### src/rtl/i2c_slave_receiver.sv
// Write-only I2C slave: synchronises SCL/SDA, detects START/STOP, matches a
// 7-bit address, ACKs address and data bytes, and strobes out each data byte.
module i2c_slave_receiver #(
  parameter logic [6:0] SLAVE_ADDR = 7'h42
) (
  input  logic       CLK,
  input  logic       RESET,
  input  logic       EN,
  input  logic       SCL_IN,
  input  logic       SDA_IN,
  output logic       SDA_OE,
  output logic [7:0] RX_DATA,
  output logic       RX_VALID,
  output logic       ADDR_HIT,
  output logic       BUSY
);

  typedef enum logic [2:0] {
    S_IDLE,
    S_ADDR,
    S_ADDR_ACK,
    S_DATA,
    S_DATA_ACK,
    S_IGNORE
  } state_t;

  state_t     state_q, state_d;
  logic [1:0] scl_sync_q, sda_sync_q;
  logic       scl_prev_q, sda_prev_q;
  logic [2:0] cnt_q, cnt_d;
  logic [7:0] shift_q, shift_d;
  logic [7:0] rx_data_q, rx_data_d;
  logic       rx_valid_q, rx_valid_d;
  logic       addr_hit_q, addr_hit_d;
  logic       busy_q, busy_d;
  logic       sda_oe_q, sda_oe_d;

  logic scl_s, sda_s, scl_rise, scl_fall, start_c, stop_c;

  assign scl_s    = scl_sync_q[1];
  assign sda_s    = sda_sync_q[1];
  assign scl_rise = scl_s & ~scl_prev_q;
  assign scl_fall = ~scl_s & scl_prev_q;
  assign start_c  = scl_s & sda_prev_q & ~sda_s;
  assign stop_c   = scl_s & ~sda_prev_q & sda_s;

  always_ff @(posedge CLK) begin
    if (RESET) begin
      scl_sync_q <= '1;
      sda_sync_q <= '1;
      scl_prev_q <= 1'b1;
      sda_prev_q <= 1'b1;
      state_q    <= S_IDLE;
      cnt_q      <= '0;
      shift_q    <= '0;
      rx_data_q  <= '0;
      rx_valid_q <= 1'b0;
      addr_hit_q <= 1'b0;
      busy_q     <= 1'b0;
      sda_oe_q   <= 1'b0;
    end else begin
      scl_sync_q <= {scl_sync_q[0], SCL_IN};
      sda_sync_q <= {sda_sync_q[0], SDA_IN};
      scl_prev_q <= scl_s;
      sda_prev_q <= sda_s;
      state_q    <= state_d;
      cnt_q      <= cnt_d;
      shift_q    <= shift_d;
      rx_data_q  <= rx_data_d;
      rx_valid_q <= rx_valid_d;
      addr_hit_q <= addr_hit_d;
      busy_q     <= busy_d;
      sda_oe_q   <= sda_oe_d;
    end
  end

  always_comb begin
    state_d    = state_q;
    cnt_d      = cnt_q;
    shift_d    = shift_q;
    rx_data_d  = rx_data_q;
    rx_valid_d = 1'b0;
    addr_hit_d = 1'b0;
    busy_d     = busy_q;
    sda_oe_d   = sda_oe_q;

    if (!EN || start_c || stop_c) begin
      state_d  = (EN && start_c) ? S_ADDR : S_IDLE;
      cnt_d    = '0;
      sda_oe_d = 1'b0;
      busy_d   = 1'b0;
    end else begin
      unique case (state_q)
        S_ADDR: begin
          if (scl_rise) begin
            shift_d = {shift_q[6:0], sda_s};
            cnt_d   = cnt_q + 3'd1;
            if (cnt_q == 3'd7) begin
              if (shift_d[7:1] == SLAVE_ADDR && !shift_d[0]) begin
                state_d    = S_ADDR_ACK;
                addr_hit_d = 1'b1;
                busy_d     = 1'b1;
              end else begin
                state_d = S_IGNORE;
              end
            end
          end
        end
        S_DATA: begin
          if (scl_rise) begin
            shift_d = {shift_q[6:0], sda_s};
            cnt_d   = cnt_q + 3'd1;
            if (cnt_q == 3'd7) begin
              rx_data_d  = shift_d;
              rx_valid_d = 1'b1;
              state_d    = S_DATA_ACK;
            end
          end
        end
        // First SCL fall after the 8th bit starts driving ACK; the next fall
        // (end of the 9th clock) releases it. The 9th rising edge is not a bit.
        S_ADDR_ACK, S_DATA_ACK: begin
          if (scl_fall) begin
            if (!sda_oe_q) begin
              sda_oe_d = 1'b1;
            end else begin
              sda_oe_d = 1'b0;
              state_d  = S_DATA;
              cnt_d    = '0;
            end
          end
        end
        S_IDLE, S_IGNORE: begin
          sda_oe_d = 1'b0;
        end
        default: begin
          state_d  = S_IDLE;
          sda_oe_d = 1'b0;
        end
      endcase
    end
  end

  assign SDA_OE   = sda_oe_q;
  assign RX_DATA  = rx_data_q;
  assign RX_VALID = rx_valid_q;
  assign ADDR_HIT = addr_hit_q;
  assign BUSY     = busy_q;

endmodule

### config.mk
export PLATFORM = sky130hd
export DESIGN_NAME = i2c_slave_receiver
export DESIGN_NICKNAME = d
export VERILOG_FILES = /design/src/rtl/i2c_slave_receiver.sv
export SDC_FILE = /design/constraint.sdc
export NUM_CORES = 1
export LEC_CHECK = 0
export ABC_CLOCK_PERIOD_IN_PS = 1600
export CORE_MARGIN = 1
export CORE_UTILIZATION = 45
export DETAILED_ROUTE_END_ITERATION = 6
export PLACE_DENSITY = 0.66
export SYNTH_ARGS = -nofsm -noshare
export SYNTH_HDL_FRONTEND = slang
export SYNTH_SLANG_ARGS = --single-unit
### constraint.sdc
create_clock -name CLK -period 1.6 [get_ports CLK]
set_input_delay 0.32 -clock CLK [delete_from_list [all_inputs] [get_ports CLK]]
set_output_delay 0.32 -clock CLK [all_outputs]
set_load 0.02 [all_outputs]
Yosys cells after proc, flatten, opt, wreduce, memory -nomap -nowiden
Index checks and enable logic that the tools add are counted.
{"block": "totals", "reg_bits": 31, "in_bits": 5, "out_inout_bits": 12, "word_cells": 85}
{"block": "op_classes", "n_reduce_logical": 20, "n_bitwise": 16, "n_mux": 19, "n_eq_ne": 17, "addsub": 1}
{"cell": "3-bit 2-to-1 mux", "n": 11}
{"cell": "3-bit inequality test (second input constant)", "n": 6}
{"cell": "3-bit case mux with 4 select lines", "n": 1}
{"cell": "4-bit AND reduction", "n": 3}
{"cell": "1-bit inverter", "n": 10}
{"cell": "3-bit == test (second input constant)", "n": 3}
{"cell": "2-bit OR reduction", "n": 4}
{"cell": "7-bit == test (second input constant)", "n": 1}
{"cell": "7-bit AND reduction", "n": 1}
{"cell": "1-bit bitwise AND", "n": 6}
{"cell": "3-bit by 2-bit == test with 1-bit output (second input constant)", "n": 2}
{"cell": "2-bit inequality test (second input constant)", "n": 3}
{"cell": "3-bit case mux with 2 select lines", "n": 1}
{"cell": "1-bit 2-to-1 mux", "n": 5}
{"cell": "5-bit OR reduction", "n": 1}
{"cell": "4-bit OR reduction", "n": 1}
{"cell": "3-bit by 1-bit adder with 3-bit output (second input constant)", "n": 1}
{"cell": "3-bit by 1-bit == test with 1-bit output (second input constant)", "n": 1}
{"cell": "3-bit zero test", "n": 1}
{"cell": "3-bit AND reduction", "n": 1}
{"cell": "1-bit logical AND", "n": 2}
{"cell": "1-bit zero test", "n": 2}
{"cell": "1-bit logical OR", "n": 2}
{"cell": "2-bit by 1-bit inequality test with 1-bit output (second input constant)", "n": 1}
{"cell": "3 further kinds", "n": 3}

Logic depth before layout (Yosys ltp)
Gate-level depths: netlist (run 1).
{"block": "logic_depth", "word_depth": 7, "ltp_mapped": 7, "mapped_depth_nobuf": 7}

Worst setup path after synthesis (run 1)
No wires, ideal clock.
{"block": "synth_path", "path_type": "reg-to-reg", "start": "register sda_oe_q (netlist: SDA_OE)", "end": "register state_q[2]", "t_required_ns": 1.480, "path_stages_with_launch": 6, "synth_period_minus_slack_ns": 1.455, "setup_ns": 0.120, "n_path_buf": 0, "arrival_ns": 1.335, "slack_ns": 0.145, "path_cell_list": "dfxtp_1 > or4bb_1 > nand4_1 > o21a_1 > nand3b_1 > o31ai_1"}
{"block": "synth_via", "elab_chain_len": 2}
{"element": "start, declared", "line_no": "36", "source": "logic sda_oe_q, sda_oe_d;"}
{"element": "start signal, assigned", "line_no": "73", "source": "sda_oe_q <= sda_oe_d;"}
{"element": "3-bit inequality test (no line)"}
{"element": "7-bit AND reduction (no line)"}
{"element": "end signal, assigned", "line_no": "66", "source": "state_q <= state_d;"}
{"element": "end, declared", "line_no": "27", "source": "state_t state_q, state_d;"}
Every way passes these cells.
A chain may end at the register's enable or synchronous reset.

Worst setup path after layout (run 1)
{"block": "layout_path", "start": "register rx_valid_q (netlist: RX_VALID)", "end": "output port RX_VALID"}
{"element": "start, declared", "line_no": "33", "source": "logic rx_valid_q, rx_valid_d;"}
{"element": "start signal, assigned", "line_no": "70", "source": "rx_valid_q <= rx_valid_d;"}
{"element": "end, declared", "line_no": "13", "source": "output logic RX_VALID,"}
No word-level cell between the ends.

==> results.ini, run 1 <==
[synthesis]
syn_nets = 152
synth.distinct_cells = 41
yosysWarnings = 0
synthCells = 145
synth-seq-cells = 31
syn-cell-area_um2 = 1390
avgSynthCellArea_um2 = 9.57
seq_area_frac_synth = 0.447

[final_layout]
diodes = 0
utilization = 0.629
area_delta_synth_final_pct = 28.3
nets = 180
layout_common_cells = nor2_1, dfxtp_1, mux2i_1
layout_commonest_cell = nor2_1
drive_gt1_frac = 0.218

[min_path]
min-delay-start = sda_sync_q[0]
hold_depth = 1
hold_class = reg -> reg
worstHoldEndpoint = sda_sync_q[1]

[placement]
portBuffers = 16
dp_hpwl_um = 2010
gp_congestion = 0.792

[clock_tree]
cts_buffer_depth = 2
cts_tree = done
clk_pin_slew_worst_paths_ns = 0.10
postCtsHoldBufs = 0
clock-sinks = 31
clockRootBuffer = clkbuf_4
clkLatencyLatePin_ns = 0.34
cts-buffers-inserted = 5
htree_levels = 2

[grt]
grt_pass1_wl_um = 4800
grt-ovfl-total = 0
grt_pass1_vias = 1092
grtUsageTotal = 0.194
antenna_found_initial = 0
grt_max_degree = 16

[worst_setup_path]
r2r_start = state_q[0]
worst-path-max-fanout = 1
cpPeakStageDelay_ns = 0.59
crit_type = reg -> out
crit_slowest_cell = clkdlybuf4s50_1
path_delay_family = buffers and inverters
arrival_ns = 1.24
worstPathCellList = clkdlybuf4s50_1
r2r_setup_slack_ns = 0.10
crit_path_end_kind = primary output
reg2reg_to = state_q[2]
worst_setup_path_start_kind = register
reg2reg_depth = 5
critPathBufInv = 1
crit_cells = 1
crit_required_ns = 1.28

[timing]
fin_skew_ns = 0.00826
finalHoldViolCount = 0
setup_viol = 0
tightestPinTransition_ns = 0.310
finalMaxSlewViolations = 0
fin_crit_ns = 1.56
post-route-period-util = 0.973
fmax_ghz = 0.642
rsz0062_at_grt = true
relSlewSlack = 0.790

[status]
violations = DRC
status = finished with violations

[floorplan]
start_util = 0.490
die_w_um = 57.5
rows = 19
coreArea_um2 = 2830
io_pins = 17
die_h_um = 57.5
fp.dieArea_um2 = 3310

[power]
leakagePower_nw = 0.842
clockPowerShare = 0.469
seq_power_share = 0.486
power_frac_comb = 0.044
p_per_area_nw_per_um2 = 909
power_switching_share = 0.195
total_power_mw = 1.62
p_switching_mw = 0.316
vdd_drop_max_uv = 603
p_int_mw = 1.30

[drt]
top_layer = met4
vias = 1097
wl_met1_um = 1250
route.detailed.drc = 1
drt-total-wl_um = 2780
dr.pass1.iters = 7
drt_iter0_markers = 33
wl_met3_um = 118
routedWlPerCell_um = 13.6
met2_wirelength_um = 1340
viasPerCell = 5.35
antenna_left = 0

[job]
cap_violations = 0

## cells by family (layout without fill, tap and decap cells)
kind of cell | after synthesis | count (layout) | share of synthesized area
and+or+nand+nor | 65 | 65 | 0.269
DFF | 31 | 31 | 0.447
muxes | 19 | 19 | 0.137
AOI/OAI and AO/OA | 14 | 14 | 0.0758
buffers and inverters | 11 | 40 | 0.0343
xor gates and xnor gates | 3 | 3 | 0.0189
adders and majority gates | 2 | 2 | 0.0180
## worst max path at each step
stage                  start    endpoint  slack [ns]
finish              RX_VALID    RX_VALID        0.04
global route        cnt_q[1]  RX_DATA[4]      0.0007
CTS                 cnt_q[0]  RX_DATA[3]       0.006
detailed placement        EN  RX_DATA[3]       -0.03
global placement          EN  RX_DATA[0]       0.008
floorplan             SDA_OE  state_q[2]        0.14
## sequential cells by signal (all words and copies together) (netlist names)
signal and count:
ADDR_HIT 1, BUSY 1, SDA_OE 1, state_q 3
RX_VALID 1, sda_prev_q 1, RX_DATA 8, sda_sync_q 2
shift_q 7, scl_prev_q 1, cnt_q 3, scl_sync_q 2
## power groups by stage
stage / clock, mW / sequential [mW] / combinational [mW]
final: 0.759 / 0.787 / 0.0716
after global routing: 0.811 / 0.789 / 0.0785
after CTS: 0.781 / 0.786 / 0.0718
after detailed placement: 0 / 0.804 / 0.0712
after global placement: 0 / 0.804 / 0.0693
after floorplan: 0 / 0.802 / 0.0420
## routing by layer
metal  global-route usage  vias up
met5                    0        -
met4               0.0976        0
met3               0.0726        9
met2                0.317       17
met1                0.220      510
li1                     -      561
## synthesized netlist by cell type (all sizes together)
master	count	area share
xor2	1	0.0063
nand3b	3	0.019
o21a	1	0.0054
nor2b	2	0.0090
nor2	29	0.078
nor4b	2	0.013
nand2b	2	0.0090
nor3b	4	0.030
buf	4	0.014
o211ai	1	0.0054
o2111ai	1	0.0063
nand2	6	0.016
a31oi	1	0.0045
a211oi	1	0.0054
mux2i	19	0.14
ha	2	0.018
o32a	1	0.0072
or4bb	1	0.0081
and3b	1	0.0063
nor4	1	0.0045
nor3	1	0.0036
and2	1	0.0045
o311a	1	0.0072
or2	6	0.027
o32ai	1	0.0063
clkbuf	3	0.0090
and3	2	0.0090
o21ai	2	0.0099
xnor2	2	0.013
o31ai	2	0.011
nand4	2	0.020
or3	1	0.0045
inv	4	0.011
nand3	1	0.0072
dfxtp	31	0.45
a21oi	2	0.0072
## what timing repair did
action / in CTS / in global routing
gates resized for setup: 11 / 11
buffers inserted: 0 / 1
pin swaps: 0 / 2
endpoints found under the setup margin: 15 / 16
## area by class of cell
type                            count  area [µm²]
Multi-Input combinational cell    103         744
Inverter                            4        15.0
Fill cell                         263        1050
Sequential cell                    31         628
Timing Repair Buffer               28         253
Tap cell                           31        38.8
Clock inverter                      2        60.1
Clock buffer                        6        41.3
## per-stage QoR
step	worst slack (ns)	instances	area, µm²	hold slack [ns]	TNS [ns]
floorplan	0.145	145	1390	0.389	0
global placement	0.00760	196	1650	0.396	0
detailed placement	-0.0317	196	1650	0.397	-0.225
CTS	0.00614	204	1740	0.421	0
global route	0.000701	205	1780	0.431	0
finish	0.0426	205	1780	0.419	0
(Power assumes the default switching activity.)
==> run 2, diff against run 1 <==
--- a/config.mk
+++ b/config.mk
@@ -6,7 +6,7 @@
 export NUM_CORES = 1
 export LEC_CHECK = 0
 export ABC_CLOCK_PERIOD_IN_PS = 1600
-export CORE_MARGIN = 1
+export CORE_MARGIN = 10
 export CORE_UTILIZATION = 45
 export DETAILED_ROUTE_END_ITERATION = 6
 export PLACE_DENSITY = 0.66
==> results.ini, run 2 (synthesis results as in run 1) <==
[final_layout]
area_delta_synth_final_pct = 24.5
largest_register_ff_count = 8  ; unchanged
drive_gt1_frac = 0.208  ; -0.0103
diodes = 0  ; unchanged
fill_cells = 282  ; +7.2%
layout_common_cells = nor2_1, dfxtp_1, mux2i_1
layout_commonest_cell = nor2_1
stdcell_area_um2 = 1730  ; -3.0%
nets = 181  ; +0.56%
stdcell_count = 206  ; +0.49%

[worst_setup_path]
crit_type = reg -> out
cpPeakStageDelay_ns = 0.59  ; about the same
arrival_ns = 1.23  ; about the same
worstPathCellList = clkdlybuf4s50_1
worst-path-max-fanout = 1  ; unchanged
path_delay_family = buffers and inverters
crit_slowest_cell = clkdlybuf4s50_1
crit_path_end_kind = primary output
worst_setup_path_start_kind = register
crit_required_ns = 1.28  ; about the same
critPathBufInv = 1  ; unchanged

[drt]
drt_iter0_markers = 71  ; +120%
antenna_left = 0  ; unchanged
drt-total-wl_um = 2910  ; +4.7%
route.detailed.drc = 0  ; -1
viasPerCell = 5.33  ; -0.30%
vias = 1099  ; +0.18%
dr.pass1.iters = 4  ; -3
routedWlPerCell_um = 14.1  ; +4.2%

[status]
status = completed

[placement]
dp_hpwl_um = 2240  ; +11%
postPlaceCellArea_um2 = 1650  ; -0.15%
gp_congestion = 0.850  ; +7.3%
placedCellCount = 199  ; +1.5%
portBuffers = 16  ; unchanged

[timing]
relSlewSlack = 0.771  ; -0.0186
post-route-period-util = 0.967  ; -0.00669
finalHoldViolCount = 0  ; unchanged
fin_skew_ns = 0.00116  ; -0.00710 ns
tightestPinTransition_ns = 0.342  ; +0.0311 ns
setup_tns_ns = 0  ; unchanged
setup_viol = 0  ; unchanged
rsz0062_at_grt = true
fmax_ghz = 0.647  ; +0.69%
finalMaxSlewViolations = 0  ; unchanged
fin_crit_ns = 1.55  ; -0.0107 ns

[grt]
grtUsageTotal = 0.116  ; -0.0774
antenna_found_initial = 0  ; unchanged
grt-ovfl-total = 0  ; unchanged
grt_pass1_vias = 1097  ; +0.46%
grt_pass1_wl_um = 4990  ; +3.9%
grt_max_degree = 15  ; -1

[power]
vdd_drop_max_uv = 622  ; +3.2%
leakagePower_nw = 0.813  ; -3.5%
p_per_area_nw_per_um2 = 722  ; -21%

[clock_tree]
cts_buffer_depth = 2  ; unchanged
htree_levels = 2  ; unchanged
clockRootBuffer = clkbuf_4
clock-sinks = 31  ; unchanged
cts-buffers-inserted = 5  ; unchanged
postCtsHoldBufs = 0  ; unchanged
clk_pin_slew_worst_paths_ns = 0.08  ; -0.02 ns
clkLatencyLatePin_ns = 0.32  ; -0.02 ns
cts_tree = done

[floorplan]
start_util = 0.462  ; -0.0284
die_w_um = 75.5  ; +31%
coreArea_um2 = 3000  ; +6.1%
io_pins = 17  ; unchanged
fp.dieArea_um2 = 5700  ; +72%
die_h_um = 75.5  ; +31%
rows = 20  ; +1

[job]
cap_violations = 0  ; unchanged

[min_path]
hold_class = reg -> reg

-- run 2: path summary, 6_finish.rpt --
kind	slack, ns	end	cells after the start	start
max reg2reg	0.08	state_q[0]	5	state_q[0]
min	0.42	sda_sync_q[1]	1	sda_sync_q[0]
min reg2reg	0.42	sda_sync_q[1]	1	sda_sync_q[0]
max	0.05	ADDR_HIT	1	ADDR_HIT
-- run 2: final cells by class --
type / instances / area (µm²) / area share
sequential: 31 / 629 / 0.364
timing repair buffer: 29 / 249 / 0.144
tap: 33 / 41.3 / 0.0239
inverter: 4 / 15.0 / 0.00869
multi-input combinational: 103 / 752 / 0.435
clock buffer: 6 / 41.3 / 0.0239
-- run 2: power by group --
part           internal, mW  total (mW)  leakage, nW  switching, mW
registers             0.777       0.784        0.252        0.00694
logic                0.0350      0.0733        0.536         0.0383
clock network         0.156       0.391       0.0242          0.235
total                 0.968        1.25        0.813          0.280
-- run 2: layer usage --
metal  global-route usage  wire (µm)  part of all wire  up-vias
li1                     -          -                 -      555
met1                0.124       1200              0.41      517
met2                0.193       1470              0.50       21
met3               0.0508        180             0.062        6
met4               0.0557         66             0.023        0
met5                    0          0                 0        -
-- run 2: timing repair --
| item | CTS | global route |
|---|---|---|
| buffers inserted | 1 | 0 |
| pin swaps | 1 | 2 |
| setup endpoints to repair | 14 | 20 |
| resized for setup | 10 | 11 |
-- run 2: per-stage QoR --
step | worst slack, ns | power, mW | utilization | hold WS [ns]
after floorplan | 0.145 | 0.844 | - | 0.389
after global placement | -0.0242 | 0.873 | 0.548 | 0.395
after detailed placement | -0.0604 | 0.875 | 0.548 | 0.403
after CTS | 0.00203 | 1.26 | 0.561 | 0.424
after global routing | -0.0276 | 1.31 | 0.575 | 0.440
final | 0.0533 | 1.25 | 0.575 | 0.423
